$ cat src/rtl/pipelined_functional_unit_if.sv
// Issue-side and CDB-side signal bundle of the pipelined functional unit.
// The slave modport is the functional unit; the master is the reservation station / CDB arbiter.
interface pipelined_functional_unit_if #(
    parameter int WIDTH = 16,
    parameter int TAG_W = 3,
    parameter int CNT_W = 2
);
    logic             issue_valid;
    logic             issue_ready;
    logic [15:0]      issue_instr;
    logic [TAG_W-1:0] issue_tag;
    logic [WIDTH-1:0] R1;
    logic [WIDTH-1:0] R2;
    logic             cdb_valid;
    logic             cdb_grant;
    logic [WIDTH-1:0] cdb_result;
    logic [TAG_W-1:0] cdb_tag;
    logic [15:0]      cdb_instr;
    logic             cdb_err;
    logic             div_busy;
    logic [CNT_W-1:0] inflight;

    modport master (
        output issue_valid, issue_instr, issue_tag, R1, R2, cdb_grant,
        input  issue_ready, cdb_valid, cdb_result, cdb_tag, cdb_instr, cdb_err, div_busy, inflight
    );

    modport slave (
        input  issue_valid, issue_instr, issue_tag, R1, R2, cdb_grant,
        output issue_ready, cdb_valid, cdb_result, cdb_tag, cdb_instr, cdb_err, div_busy, inflight
    );
endinterface

$ cat src/rtl/pipelined_functional_unit.sv
// Tomasulo execution unit: ADD/SUB/MUL/DIV with fixed per-class latency, a completion-slot
// line that guarantees one write per cycle into the output FIFO, and a CDB valid/grant drain.
module pipelined_functional_unit #(
    parameter int WIDTH     = 16,
    parameter int TAG_W     = 3,
    parameter int ADD_LAT   = 1,
    parameter int MUL_LAT   = 2,
    parameter int DIV_LAT   = 4,
    parameter int OUT_DEPTH = 2
) (
    input  logic                        clock,
    input  logic                        reset_n,
    input  logic                        flush,
    pipelined_functional_unit_if.slave  bus
);
    localparam int MAX_AM  = (ADD_LAT > MUL_LAT) ? ADD_LAT : MUL_LAT;
    localparam int MAX_LAT = (MAX_AM > DIV_LAT) ? MAX_AM : DIV_LAT;
    localparam int CNT_W   = $clog2(OUT_DEPTH + 1);
    localparam int PTR_W   = (OUT_DEPTH > 1) ? $clog2(OUT_DEPTH) : 1;

    typedef struct packed {
        logic [WIDTH-1:0] result;
        logic [TAG_W-1:0] tag;
        logic [15:0]      instr;
        logic             err;
        logic             is_div;
    } entry_t;

    localparam entry_t ENTRY_NONE = '0;

    function automatic logic [PTR_W-1:0] next_ptr(input logic [PTR_W-1:0] p);
        return (p == PTR_W'(OUT_DEPTH - 1)) ? {PTR_W{1'b0}} : p + 1'b1;
    endfunction

    entry_t             slot_p_r [MAX_LAT];
    entry_t             slot_p_s [MAX_LAT];
    logic [MAX_LAT-1:0] slot_v_r;
    logic [MAX_LAT-1:0] slot_v_s;
    entry_t             fifo_r [OUT_DEPTH];
    logic [PTR_W-1:0]   wr_ptr_r;
    logic [PTR_W-1:0]   rd_ptr_r;
    logic [CNT_W-1:0]   count_r;
    logic [CNT_W-1:0]   inflight_r;
    logic               div_busy_r;
    entry_t             new_s;
    int                 lat_s;
    logic               is_div_s;
    logic               slot_free_s;
    logic               credit_ok_s;
    logic               ready_s;
    logic               accept_s;
    logic               push_s;
    logic               pop_s;
    logic               head_valid_s;

    // Execute the presented op up front; the result then rides the slot line for its latency
    always_comb begin
        new_s       = ENTRY_NONE;
        new_s.tag   = bus.issue_tag;
        new_s.instr = bus.issue_instr;
        lat_s       = ADD_LAT;
        is_div_s    = 1'b0;
        case (bus.issue_instr[3:0])
            4'b0000: new_s.result = bus.R2 + bus.R1;
            4'b0001: new_s.result = bus.R2 - bus.R1;
            4'b0100: begin
                new_s.result = bus.R2 * bus.R1;
                lat_s        = MUL_LAT;
            end
            4'b0101: begin
                lat_s        = DIV_LAT;
                is_div_s     = 1'b1;
                new_s.is_div = 1'b1;
                if (bus.R1 == {WIDTH{1'b0}}) begin
                    new_s.result = {WIDTH{1'b1}};
                    new_s.err    = 1'b1;
                end else begin
                    new_s.result = bus.R2 / bus.R1;
                end
            end
            default: new_s.err = 1'b1;
        endcase
    end

    // Slot bit L set now means that slot completes L edges after the coming one: clash check
    always_comb begin
        slot_free_s = 1'b1;
        for (int i = 0; i < MAX_LAT; i++) begin
            if (i == lat_s) begin
                slot_free_s = ~slot_v_r[i];
            end else begin
                slot_free_s = slot_free_s;
            end
        end
        credit_ok_s = (int'(inflight_r) + int'(count_r) - int'(pop_s)) < OUT_DEPTH;
        ready_s     = ~flush & slot_free_s & (~is_div_s | ~div_busy_r) & credit_ok_s;
    end

    assign head_valid_s = (count_r != {CNT_W{1'b0}});
    assign pop_s        = head_valid_s & bus.cdb_grant;
    assign accept_s     = bus.issue_valid & ready_s;
    assign push_s       = slot_v_r[0];

    // Next slot line: shift toward completion, then drop the accepted op into slot LAT-1
    always_comb begin
        slot_v_s = slot_v_r >> 1;
        for (int i = 0; i < MAX_LAT - 1; i++) begin
            slot_p_s[i] = slot_p_r[i+1];
        end
        slot_p_s[MAX_LAT-1] = ENTRY_NONE;
        for (int i = 0; i < MAX_LAT; i++) begin
            if (accept_s && (i == lat_s - 1)) begin
                slot_v_s[i] = 1'b1;
                slot_p_s[i] = new_s;
            end else begin
                slot_v_s[i] = slot_v_s[i];
                slot_p_s[i] = slot_p_s[i];
            end
        end
    end

    // Slot line register
    always_ff @(posedge clock or negedge reset_n) begin
        if (!reset_n) begin
            slot_v_r <= {MAX_LAT{1'b0}};
            for (int i = 0; i < MAX_LAT; i++) slot_p_r[i] <= ENTRY_NONE;
        end else if (flush) begin
            slot_v_r <= {MAX_LAT{1'b0}};
            for (int i = 0; i < MAX_LAT; i++) slot_p_r[i] <= ENTRY_NONE;
        end else begin
            slot_v_r <= slot_v_s;
            for (int i = 0; i < MAX_LAT; i++) slot_p_r[i] <= slot_p_s[i];
        end
    end

    // Divider occupancy and in-flight count; a DIV is busy until its result lands in the FIFO
    always_ff @(posedge clock or negedge reset_n) begin
        if (!reset_n) begin
            div_busy_r <= 1'b0;
            inflight_r <= {CNT_W{1'b0}};
        end else if (flush) begin
            div_busy_r <= 1'b0;
            inflight_r <= {CNT_W{1'b0}};
        end else begin
            if (accept_s && is_div_s) begin
                div_busy_r <= 1'b1;
            end else if (push_s && slot_p_r[0].is_div) begin
                div_busy_r <= 1'b0;
            end else begin
                div_busy_r <= div_busy_r;
            end
            inflight_r <= inflight_r + CNT_W'(accept_s) - CNT_W'(push_s);
        end
    end

    // Output FIFO in completion order; the credit rule keeps a push from ever finding it full
    always_ff @(posedge clock or negedge reset_n) begin
        if (!reset_n) begin
            wr_ptr_r <= {PTR_W{1'b0}};
            rd_ptr_r <= {PTR_W{1'b0}};
            count_r  <= {CNT_W{1'b0}};
            for (int i = 0; i < OUT_DEPTH; i++) fifo_r[i] <= ENTRY_NONE;
        end else if (flush) begin
            wr_ptr_r <= {PTR_W{1'b0}};
            rd_ptr_r <= {PTR_W{1'b0}};
            count_r  <= {CNT_W{1'b0}};
        end else begin
            if (push_s) begin
                fifo_r[wr_ptr_r] <= slot_p_r[0];
                wr_ptr_r         <= next_ptr(wr_ptr_r);
            end
            if (pop_s) begin
                rd_ptr_r <= next_ptr(rd_ptr_r);
            end
            count_r <= count_r + CNT_W'(push_s) - CNT_W'(pop_s);
        end
    end

    assign bus.issue_ready = ready_s;
    assign bus.cdb_valid   = head_valid_s;
    assign bus.cdb_result  = head_valid_s ? fifo_r[rd_ptr_r].result : {WIDTH{1'b0}};
    assign bus.cdb_tag     = head_valid_s ? fifo_r[rd_ptr_r].tag    : {TAG_W{1'b0}};
    assign bus.cdb_instr   = head_valid_s ? fifo_r[rd_ptr_r].instr  : 16'h000F;
    assign bus.cdb_err     = head_valid_s ? fifo_r[rd_ptr_r].err    : 1'b0;
    assign bus.div_busy    = div_busy_r;
    assign bus.inflight    = inflight_r;
endmodule
$ cat src/flat_wrapper.sv
// flat-port wrapper written by rule: the top's interface ports become plain ports
module pipelined_functional_unit_flat 
#(
    parameter int WIDTH     = 16,
    parameter int TAG_W     = 3,
    parameter int ADD_LAT   = 1,
    parameter int MUL_LAT   = 2,
    parameter int DIV_LAT   = 4,
    parameter int OUT_DEPTH = 2
)
  (clock, reset_n, flush, bus_issue_valid, bus_issue_instr, bus_issue_tag, bus_R1, bus_R2, bus_cdb_grant, bus_issue_ready, bus_cdb_valid, bus_cdb_result, bus_cdb_tag, bus_cdb_instr, bus_cdb_err, bus_div_busy, bus_inflight);
  pipelined_functional_unit_if #(.WIDTH(WIDTH), .TAG_W(TAG_W)) bus_i ();
  input  logic clock;
  input  logic reset_n;
  input  logic flush;
  input wire logic [$bits(bus_i.issue_valid)-1:0] bus_issue_valid;
  input wire logic [$bits(bus_i.issue_instr)-1:0] bus_issue_instr;
  input wire logic [$bits(bus_i.issue_tag)-1:0] bus_issue_tag;
  input wire logic [$bits(bus_i.R1)-1:0] bus_R1;
  input wire logic [$bits(bus_i.R2)-1:0] bus_R2;
  input wire logic [$bits(bus_i.cdb_grant)-1:0] bus_cdb_grant;
  output wire logic [$bits(bus_i.issue_ready)-1:0] bus_issue_ready;
  output wire logic [$bits(bus_i.cdb_valid)-1:0] bus_cdb_valid;
  output wire logic [$bits(bus_i.cdb_result)-1:0] bus_cdb_result;
  output wire logic [$bits(bus_i.cdb_tag)-1:0] bus_cdb_tag;
  output wire logic [$bits(bus_i.cdb_instr)-1:0] bus_cdb_instr;
  output wire logic [$bits(bus_i.cdb_err)-1:0] bus_cdb_err;
  output wire logic [$bits(bus_i.div_busy)-1:0] bus_div_busy;
  output wire logic [$bits(bus_i.inflight)-1:0] bus_inflight;
  assign bus_i.issue_valid = bus_issue_valid;
  assign bus_i.issue_instr = bus_issue_instr;
  assign bus_i.issue_tag = bus_issue_tag;
  assign bus_i.R1 = bus_R1;
  assign bus_i.R2 = bus_R2;
  assign bus_i.cdb_grant = bus_cdb_grant;
  assign bus_issue_ready = bus_i.issue_ready;
  assign bus_cdb_valid = bus_i.cdb_valid;
  assign bus_cdb_result = bus_i.cdb_result;
  assign bus_cdb_tag = bus_i.cdb_tag;
  assign bus_cdb_instr = bus_i.cdb_instr;
  assign bus_cdb_err = bus_i.cdb_err;
  assign bus_div_busy = bus_i.div_busy;
  assign bus_inflight = bus_i.inflight;
  pipelined_functional_unit #(.WIDTH(WIDTH), .TAG_W(TAG_W), .ADD_LAT(ADD_LAT), .MUL_LAT(MUL_LAT), .DIV_LAT(DIV_LAT), .OUT_DEPTH(OUT_DEPTH)) u_core (.clock(clock), .reset_n(reset_n), .flush(flush), .bus(bus_i));
endmodule
$ cat config.mk
export PLATFORM = sky130hd
export DESIGN_NAME = pipelined_functional_unit_flat
export DESIGN_NICKNAME = d
export VERILOG_FILES = /design/src/rtl/pipelined_functional_unit_if.sv /design/src/rtl/pipelined_functional_unit.sv /design/src/flat_wrapper.sv
export SDC_FILE = /design/constraint.sdc
export NUM_CORES = 1
export LEC_CHECK = 0
export BUFFER_PORTS_ARGS = -buffer_cell sky130_fd_sc_hd__buf_2
export CAP_MARGIN = 20
export CORE_MARGIN = 1
export CORE_UTILIZATION = 45
export CTS_CLUSTER_DIAMETER = 50
export CTS_CLUSTER_SIZE = 24
export DETAILED_ROUTE_END_ITERATION = 8
export PLACE_DENSITY = 0.63
export SLEW_MARGIN = 25
export SYNTH_ARGS = -nofsm -noshare
export SYNTH_HDL_FRONTEND = slang
export SYNTH_SLANG_ARGS = --single-unit
$ cat constraint.sdc
create_clock -name clock -period 8.7 [get_ports clock]
set_clock_uncertainty 0.1 [all_clocks]
set_input_delay 0 -clock clock [delete_from_list [all_inputs] [get_ports clock]]
set_output_delay 0 -clock clock [all_outputs]
set_load 0.005 [all_outputs]
==> qor.txt <==
Status = finished, violations left
Failing checks = negative setup slack
Drt drc = 0
Final hold vios = 0
Chip Height = 217 um
PwrDens = 171 nW/um^2
Setup ws final = -13,260 ps
DRT Pass-1 Iters = 5
# rows = 78
Post-route ant nets = 0
Layout cells sized above 1 = 36.1%
Clock sinks = 231
Post-synthesis register bit count = 231
Hold Path Depth = 3
Post-synth EDFFs = 0
Post-synthesis sequential area ratio = 27.9%
Layout area overhead = 37.9%
Worst r2r dst = u_core.slot_p_r[8]$_DFF_PN0_
DRT Wirelength = 67,100 um
Synthesized area per cell = 8.80 um^2
GR Util All Layers = 28.2%
Tightest Pin Transition = 1020 ps
Slew Viols, Final = 0
Number of unique standard cell types used by synthesis = 85
Slowest cell on the critical path = o311ai_4
Total gr overflow = 0
Crit-path max FO = 8
Cell mode on critical path = ha_4
Initial antenna violation count = 0
First-pass GRT wire length = 106,000 um
Worst VDD drop = 0.248 mV
Vias = 19,700
IO buf count = 96
Final period util = 252%
Post-DP Area = 25,800 um^2
Hold Path End = u_core.rd_ptr_r$_DFFE_PN0P_
Primary FF master, synth = dfrtp_1
DRT iter0 DRCs = 1,221
Top Ports = 97
Most common cell after layout, fill and taps aside = buf_4
Crit path kind = input port to register
Crit path largest cell delay = 400 ps
Reg2Reg Setup Slack = 3560 ps
Syn. warnings = 0
Fraction of registers with async set/reset = 100%
Cell count after synthesis = 2,355
Finished Cell Area = 28,600 um^2
Period minus WS final = 21,960 ps
Worst-path clk slew = 90 ps
Number of vias per cell = 5.50
Number of nets in the layout = 3,331
Initial Util = 45.7%
HP Start = flush
CTS tree = done
Fill count = 3,814
Clock latency at the later pin of the worst-skew pair = 470 ps
Antenna cell count = 0
Req. time, crit path = 8910 ps
Routed length per instance = 18.7 um
Worst Setup Start Kind = input port
Vias in the first global route = 20,000
Core box area = 45,400 um^2
Endpoint class of the critical path = register
RSZ-0062 raised after global routing = yes
Longest Clk Path Bufs = 3
Hold Path Class = input port to register
Crit Reg-Reg Startpoint = u_core.count_r[0]$_DFF_PN0_
Most frequent cells in the layout = 556 x buf_4, 246 x nand2_1, 230 x dfrtp_1
Die footprint = 46,900 um^2
Die Width = 217 um
Final HPWL DP = 49,700 um
Slew Limit Headroom = 32.1%
Max Cap Viol = 0
Root Buffer = clkbuf_16
Crit path arrival time = 22,180 ps
Gpl congestion = 0.971
Final Util = 63.0%
R2R depth = 14
Leakage = 0.0139 uW
# setup viols final = 21
Fmax = 45.5 MHz
Largest net degree at the start of global routing = 143
CTS Buf Count = 14
Cell Area, Synth = 20,700 um^2
H-tree depth = 1
==> power breakdown <==
group / switching, uW / internal [uW]
registers: 61.2 / 1180
logic: 1570 / 1410
clock network: 344 / 330
==> metrics by stage <==
step	cells	power (uW)	TNS, ps	worst slack [ps]	hold WS (ps)
3_5_place_dp	3420	4040	-146230	-14860	116
5_1_grt	3585	5270	-134800	-14180	33.5
6_report	3585	4890	-123120	-13260	22.0
2_1_floorplan	2356	3150	-122490	-13400	-396
4_1_cts	3542	4840	-116510	-12970	30.0
3_3_place_gp	3420	3970	-139270	-14460	102
==> kinds of logic after synthesis <==
family / count (synthesis) / share of synthesized area [%]
and+or+nand+nor: 776 / 17.7
AOI/OAI and AO/OA: 490 / 15.0
adders and majority gates: 294 / 20.7
buffers and inverters: 277 / 5.12
DFF: 231 / 27.9
xor gates and xnor gates: 143 / 6.04
muxes: 143 / 7.50
other: 1 / 0.0181
==> worst max-delay path by stage <==
stage | start | endpoint | slack (ps)
2_1_floorplan | bus_R1[12] | u_core.slot_p_r[21]$_DFF_PN0_ | -13400
3_3_place_gp | bus_R1[7] | u_core.slot_p_r[21]$_DFF_PN0_ | -14460
3_5_place_dp | bus_R1[7] | u_core.slot_p_r[21]$_DFF_PN0_ | -14860
4_1_cts | bus_R1[11] | u_core.slot_p_r[21]$_DFF_PN0_ | -12970
5_1_grt | bus_R1[13] | u_core.slot_p_r[21]$_DFF_PN0_ | -14180
6_report | bus_R1[13] | u_core.slot_p_r[21]$_DFF_PN0_ | -13260
==> Yosys cell counts, types with 17 or more instances <==
cell        n  area, um^2
a21o_1     43         323
a21oi_1   139         696
a31oi_1    26         163
and2_1     57         357
clkbuf_1   96         360
dfrtp_1   231        5780
fa_1       82        1640
ha_1      212        2650
inv_1     167         627
mux2_2     98        1100
mux2i_1    45         450
nand2_1   259         972
nand3_1    51         255
nor2_1    203         762
nor2b_1    56         350
nor3_1     41         205
o211ai_1   21         158
o21a_1     37         278
o21ai_0   120         601
or2_2      17         106
xnor2_1   102         893
xor2_1     41         359
==> flip-flops by register name, summed over array words and instances, names as in the netlist <==
signal and count:
u_core.slot_p_r 148, u_core.bus.div_busy 1, u_core.bus.inflight 2, u_core.rd_ptr_r 1, u_core.fifo_r 72, u_core.wr_ptr_r 1
u_core.slot_v_r 4, u_core.count_r 2
==> critical path, delay by kind of cell <==
family	cells	cell delay, ps
simple gates	33	5460
buf+inv	13	1700
mux	4	1250
fa+ha+maj	15	3940
compound gates	56	9800
==> layout make-up <==
cell class / count / area (um^2) / share of cell area, %
inverters: 169 / 639 / 2.24
repair buffers: 717 / 5440 / 19.0
multi-input cells: 1848 / 15500 / 54.4
clock inverters: 3 / 36.3 / 0.127
clock buffers: 17 / 393 / 1.37
flip-flops and latches: 231 / 5780 / 20.2
well taps: 600 / 751 / 2.63
==> layer usage <==
layer,global-route usage (%),wire (um),vias up,part of all wire (%)
li1,-,-,9334,-
met1,35.8,28400,9700,42
met2,50.0,32900,551,49
met3,2.51,3410,143,5.1
met4,9.39,2450,0,3.7
met5,0,0,-,0
==> what timing repair did <==
item | in CTS | in global routing
endpoints found under the hold margin | 192 | 48
resized for setup | 155 | 100
pin swaps | 132 | 114
endpoints found under the setup margin | 21 | 24
cloned | 2 | 0
hold buffers | 21 | 1
setup buffers | 79 | 44
No activity file was read; power rests on OpenSTA's default activity.
